[src/rtl/video_fetch.sv]
`timescale 1ns/1ps
// video_fetch
//
// Character-slot video fetcher and pixel serializer, sitting directly behind
// the CRTC. Each character slot (opened by cclk_en) captures the CRTC's
// display enable, memory address and raster line. It then reads the
// character code from video RAM and the glyph row from character ROM over
// the shared bus. The eight pixels are shifted out during the following
// slot, two clk16 cycles per pixel.
//
// Ports
//   clk16     in   16 MHz system clock, the only clock
//   reset     in   synchronous active-high reset
//   cclk_en   in   one-cycle strobe opening a character slot
//   de        in   display enable for the slot (sampled on cclk_en)
//   ma[9:0]   in   character address (sampled on cclk_en)
//   ra[2:0]   in   raster line within the character row (sampled on cclk_en)
//   graphic   in   charset select, ROM address bit 10 (sampled on cclk_en)
//   bus_req   out  read request, held until acknowledged
//   bus_addr  out  read address, valid while bus_req=1 (0 otherwise)
//   bus_ack   in   one-cycle acknowledge, bus_data valid in the same cycle
//   bus_data  in   read data
//   video     out  serialized pixel, 1 = lit, leftmost pixel first
//   underrun  out  one-cycle pulse when a fetch misses its slot deadline
module video_fetch #(
    parameter logic [16:0] VRAM_BASE = 17'h08000,
    parameter logic [16:0] CROM_BASE = 17'h10000
) (
    input  logic        clk16,
    input  logic        reset,
    input  logic        cclk_en,
    input  logic        de,
    input  logic [9:0]  ma,
    input  logic [2:0]  ra,
    input  logic        graphic,
    output logic        bus_req,
    output logic [16:0] bus_addr,
    input  logic        bus_ack,
    input  logic [7:0]  bus_data,
    output logic        video,
    output logic        underrun
);

    typedef enum logic [1:0] {
        IDLE,
        FETCH_CHAR,
        FETCH_PIX,
        READY
    } state_t;

    state_t      state;
    state_t      state_nxt;

    logic [9:0]  ma_q;
    logic [2:0]  ra_q;
    logic        graphic_q;
    logic [7:0]  code;
    logic [7:0]  pattern;
    logic [7:0]  sr;
    logic [3:0]  slot_cnt;
    logic        fetching;

    assign fetching = (state == FETCH_CHAR) || (state == FETCH_PIX);
    assign video    = sr[7];

    // Next state and bus outputs. A slot strobe overrides everything,
    // including an ack arriving in the same cycle.
    always_comb begin
        // NOTE: every output of this block gets a default first, so no path
        // leaves a signal unassigned and no latch is inferred.
        state_nxt = state;
        bus_req   = 1'b0;
        bus_addr  = '0;
        case (state)
            FETCH_CHAR: begin
                bus_req  = 1'b1;
                bus_addr = VRAM_BASE + {7'b0, ma_q};
                if (bus_ack) state_nxt = FETCH_PIX;
            end
            FETCH_PIX: begin
                bus_req  = 1'b1;
                bus_addr = CROM_BASE + {6'b0, graphic_q, code[6:0], ra_q};
                if (bus_ack) state_nxt = READY;
            end
            default: ;
        endcase
        if (cclk_en) state_nxt = de ? FETCH_CHAR : IDLE;
    end

    always_ff @(posedge clk16) begin
        // NOTE: all state here is written with <= so every register samples
        // the pre-edge values, e.g. sr loads from the old state and pattern.
        if (reset) begin
            state     <= IDLE;
            ma_q      <= '0;
            ra_q      <= '0;
            graphic_q <= 1'b0;
            code      <= '0;
            pattern   <= '0;
            sr        <= '0;
            slot_cnt  <= 4'd15;
            underrun  <= 1'b0;
        end else begin
            state    <= state_nxt;
            underrun <= cclk_en && fetching;

            if (cclk_en) begin
                ma_q      <= ma;
                ra_q      <= ra;
                graphic_q <= graphic;
                slot_cnt  <= '0;
                // Only a completed fetch is displayed; bit 7 of the code
                // selects inverse video.
                sr        <= (state == READY) ? (pattern ^ {8{code[7]}}) : 8'h00;
            end else begin
                if (slot_cnt != 4'd15) slot_cnt <= slot_cnt + 4'd1;
                // Shift on odd counts 1..13 so each pixel lasts two cycles and
                // pixel 7 is held once the counter saturates.
                if (slot_cnt[0] && slot_cnt != 4'd15) sr <= {sr[6:0], 1'b0};
                if (bus_ack && state == FETCH_CHAR) code    <= bus_data;
                if (bus_ack && state == FETCH_PIX)  pattern <= bus_data;
            end
        end
    end

endmodule

[config.mk]
export PLATFORM = sky130hd
export DESIGN_NAME = video_fetch
export DESIGN_NICKNAME = d
export VERILOG_FILES = /design/src/rtl/video_fetch.sv
export SDC_FILE = /design/constraint.sdc
export NUM_CORES = 1
export LEC_CHECK = 0
export ABC_AREA = 0
export BUFFER_PORTS_ARGS = -buffer_cell sky130_fd_sc_hd__buf_4
export CAP_MARGIN = 15
export CORE_ASPECT_RATIO = 0.9
export CORE_UTILIZATION = 25
export DETAILED_ROUTE_END_ITERATION = 12
export GPL_TIMING_DRIVEN = 0
export HOLD_SLACK_MARGIN = 0.15
export PLACE_DENSITY = 0.47
export SLEW_MARGIN = 20
export SYNTH_ARGS = -nofsm -noshare
export SYNTH_HDL_FRONTEND = slang
export SYNTH_SLANG_ARGS = --single-unit
[constraint.sdc]
create_clock -name clk16 -period 2.7 [get_ports clk16]
set_input_delay 0 -clock clk16 [delete_from_list [all_inputs] [get_ports clk16]]
set_output_delay 0 -clock clk16 [all_outputs]
set_load 0.02 [all_outputs]
== Word level (Yosys, flattened, before mapping) ==
Index checks and enable logic that the tools add are counted.

* $add $sub $neg: 3
* $mul: 0
* Div/mod/pow operators: 0
* Order comparisons: 0
* Equality and inequality tests: 6
* Shift-type cells: 0
* Multiplexer cells: 12
* Bitwise logic cells: 2
* Reduce and logical (&&, ||, !) cells: 12

{| class="wikitable"
|+ Operators by type and width
! kind !! number
|-
| one-hot mux 17 bit (2 select lines) || 1
|-
| 2-to-1 mux 8 bit || 3
|-
| adder 16 x 10 -> 17 bit (first input constant) || 1
|-
| adder 17 x 11 -> 17 bit (first input constant) || 1
|-
| 2-to-1 mux 4 bit || 2
|-
| bitwise XOR 8 bit || 1
|-
| 2-to-1 mux 2 bit || 3
|-
| inequality test 3 bit (second input constant) || 2
|-
| adder 4 x 1 -> 4 bit (second input constant) || 1
|-
| equality test 2 bit (second input constant) || 2
|-
| logical AND 1 bit || 4
|-
| inequality test 4 bit (second input constant) || 1
|-
| one-hot mux 2 bit (2 select lines) || 1
|-
| AND reduction 2 bit || 2
|-
| nonzero test 2 bit || 2
|-
| AND reduction 3 bit || 1
|-
| nonzero test 3 bit || 1
|-
| equality test 2 x 1 -> 1 bit (second input constant) || 1
|-
| 2-to-1 mux 1 bit || 2
|-
| OR reduction 2 bit || 1
|-
| logical OR 1 bit || 1
|-
| inverter 1 bit || 1
|}

* Register bits after elaboration: 45
* Bits in latches: 0
* RAM bits: 0
* Bits in read-only memories: 0
* Input bits: 27
* Output and inout bits: 20
* Word-level logic and storage cells: 44
* Memories: 0

== Logic depth before layout (Yosys ltp) ==
* Depth in word-level cells: 4
* Gate-level depth with buffers: 6

== Worst setup path before layout ==
OpenSTA, ideal clock, no wires.

* Path kind: reg2out
* Start point: reg state[0]
* End point: out bus_addr[1]
* Arrival: 1.452 ns
* Data required time: 2.700 ns
* Setup slack: 1.248 ns
* Stages on the path, launching flop included: 6
* Buffers on the path: 1
* Cells stage by stage: dfxtp_1 > inv_1 > ha_1 > clkbuf_1 > a22oi_1 > nor2_1

* Longest elaborated chain between the ends: 2

{| class="wikitable"
|+ RTL lines
! what !! RTL line !! text
|-
| start: declaration || 51 || <nowiki>state_t state;</nowiki>
|-
| start signal: assignment || 104 || <nowiki>state <= state_nxt;</nowiki>
|-
| equality test 2 bit or equality test 2 x 1 -> 1 bit (tied branches) || 74 || <nowiki>case (state)</nowiki>
|-
| one-hot mux 17 bit (2 select lines) (*) || 74 ||
|-
| end: declaration || 37 || <nowiki>output logic [16:0] bus_addr,</nowiki>
|}

Mark *: on every way between the ends. The rest lies on a longest branch, timed or not.

== Worst setup path in the final report ==
* Start point: reg state[0]
* End point: out bus_addr[5]

The elaborated chain is that of the path after synthesis.

==> results.ini <==
[floorplan]
ios=47
rows=31
coreArea_um2=8145
die-area_um2=8891
initial_utilization_pct=26.14
die_y_um=89.56
die_x_um=99.29

[grt]
grt_max_degree=15
antenna_found_initial=0
grt_pass1_vias=1568
grt_usage_pct=11.76
grt_overflow=0
grt_pass1_wl_um=8059

[setup_path]
worstRegToRegCells=6
cp.arrival_ns=1.92
required_ns=2.70
end_kind=primary output
critPathKind=reg2out
crit_fanout=10
start_kind=register

[clock_tree]
clk_pin_slew_ns=0.09
postCtsHoldBufs=26
cts.sinks=45
clock_latency_ns=0.30
cts_tree=yes
max-clock-path-buffers=2
post-cts-setup-buffers=0
cts_root_buffer=clkbuf_8
cts_buffers=5
cts_resized=0
htree_levels=2

[route]
drcViolationCount=0
post_drt_wl_per_cell_um=12.70
vias=1756
drt_iter0_drc=62
final_antenna_net_count=0
first_pass_iters=4
viasPerCell=4.457
finalWirelength_um=5002

[timing]
timing.final.crit_share_pct=71.25
tns_ns=0
period_needed_ns=1.924
setup-violations-final=0
tightest_slew_ns=0.5461
slew_viol_final=0
rsz0062_at_grt=false
timing.fmax_mhz=519.8
hold_viol_final=0
fin_skew_ns=0.003195
slew_headroom_pct=63.59
hold_ws_ns=0.4699

[pwr]
p_leak_nw=1.405
peakVddDrop_uv=222.2
power_mw=1.497
power.density_nw_per_um2=506.9

[placed_design]
portBuffers=41
gp_congestion=0.6624
placed_area_um2=2572
detailed_place_hpwl_um=3661

[outcome]
outcome=complete, no violations

[finish]
fin_nets=328
layout-drive-gt1-share_pct=24.41
synthToLayoutAreaGrowth_pct=38.66
final_area_um2=2953
diodes=0

[flow_run]
drv_cap=0

[yosys]
ys_types=32
ys_ff_latch=45
syn_avg_cell_area_um2=9.814
yosys_warnings=0
synth_area_um2=2130
ys_seq_area_share_pct=42.30
postSynthCellCount=217

[hold_path]
min_path_type=in2reg
whs_path_depth=4

## through the flow
stage / util [%] / cells / setup WS, ns
final: 36.25 / 394 / 0.7762
after CTS: 36.25 / 394 / 0.7500
after global routing: 36.25 / 394 / 0.6359
after floorplan: - / 220 / 1.248
after detailed placement: 31.58 / 360 / 1.103
after global placement: 31.58 / 360 / 1.088
## worst paths after layout
check | slack, ns | start | end
worst max register to register | 1.28 | state[0] | pattern[5]
worst max-delay path | 0.78 | state[0] | bus_addr[5]
worst min-delay path | 0.47 | ma[4] | ma_q[4]
worst min register to register | 0.50 | ma_q[8] | ma_q[8]
## kinds of logic (layout without fill, tap and decap cells)
kind of cell               count (synthesis)  count (layout)  synth area share, %
buffers and inverters                     25             100                6.992
adders and majority gates                  7               7                4.113
muxes                                     33              33                15.51
DFF                                       45              45                42.30
and+or+nand+nor                           62              62                12.51
AOI/OAI and AO/OA                         35              35                14.69
xor gates and xnor gates                   9               9                3.702
other                                      1               4               0.1761
## where the power goes
part           total, mW  internal, mW  switching (mW)
logic              0.242         0.123           0.120
clock network      0.538         0.301           0.237
registers          0.717         0.695          0.0213
total               1.50          1.12           0.378
## cell type report
cell class                 instances  area, µm²
tap                               99      123.9
sequential                        45      900.9
multi-input combinational        150       1091
fill                             853       5192
buffer                            20      130.1
clock inverter                     2      37.54
timing repair buffer              67      568.0
inverter                           5      18.77
clock buffer                       6      82.58
## cell usage in the layout, fill, tap and decap left out
cell type	n
clkbuf_1	4
buf_4	51
buf_1	2
o21ai_4	1
dlygate4sd3_1	26
and3_4	1
bufinv_16	1
nand3_1	3
dfxtp_1	45
buf_2	2
and2_1	1
a221oi_2	7
nor2b_1	1
clkbuf_8	6
ha_1	7
nand3b_1	3
buf_6	2
and3_1	1
mux2i_1	33
inv_1	5
a21o_1	1
a211oi_1	2
o21ai_1	1
conb_1	4
o21ai_0	2
nor3_1	1
o21bai_1	3
a21oi_1	2
clkinvlp_4	1
nand2_1	2
xor2_1	7
nor2_1	48
xnor2_1	2
a22oi_1	15
nand2b_1	1
a2bb2oi_1	1
## critical path, cell delays in order, from the launching register on
cell	delay (ns)
dfxtp_1	0.38
inv_1	0.10
ha_1	0.22
clkbuf_1	0.42
a22oi_1	0.16
nor2_1	0.18
buf_4	0.17
## per-layer routing
metal / track usage [%] / vias up / part of all wire [%]
met5: 0 / - / 0
li1: - / 896 / -
met4: 3.610 / 0 / 0.86
met3: 2.424 / 5 / 3.3
met1: 16.35 / 819 / 52
met2: 18.37 / 36 / 44
## flip-flops by register name, summed over array words and instances (netlist names)
name	cells
ma_q	10
code	8
pattern	8
sr	8
slot_cnt	4
ra_q	3
state	2
graphic_q	1
underrun	1
## synthesized netlist by cell type
master / number / area (µm²)
nand2b_1: 1 / 6.260
o21ai_1: 1 / 5.000
nand2_1: 2 / 7.510
nand3b_1: 3 / 22.52
and3_4: 1 / 11.26
a21oi_1: 2 / 10.01
and2_1: 1 / 6.260
xor2_1: 7 / 61.31
dfxtp_1: 45 / 900.9
buf_1: 2 / 7.510
nor3_1: 1 / 5.000
o21ai_0: 2 / 10.01
xnor2_1: 2 / 17.52
mux2i_1: 33 / 330.3
a211oi_1: 2 / 15.01
nand3_1: 3 / 15.01
buf_2: 2 / 10.01
a22oi_1: 15 / 112.6
buf_4: 10 / 75.07
a2bb2oi_1: 1 / 8.760
a21o_1: 1 / 7.510
clkbuf_1: 4 / 15.01
buf_6: 2 / 22.52
nor2b_1: 1 / 6.260
inv_1: 5 / 18.77
ha_1: 7 / 87.58
o21ai_4: 1 / 16.27
nor2_1: 48 / 180.2
and3_1: 1 / 6.260
conb_1: 1 / 3.750
a221oi_2: 7 / 105.1
o21bai_1: 3 / 22.52
(Power assumes the default switching activity.)
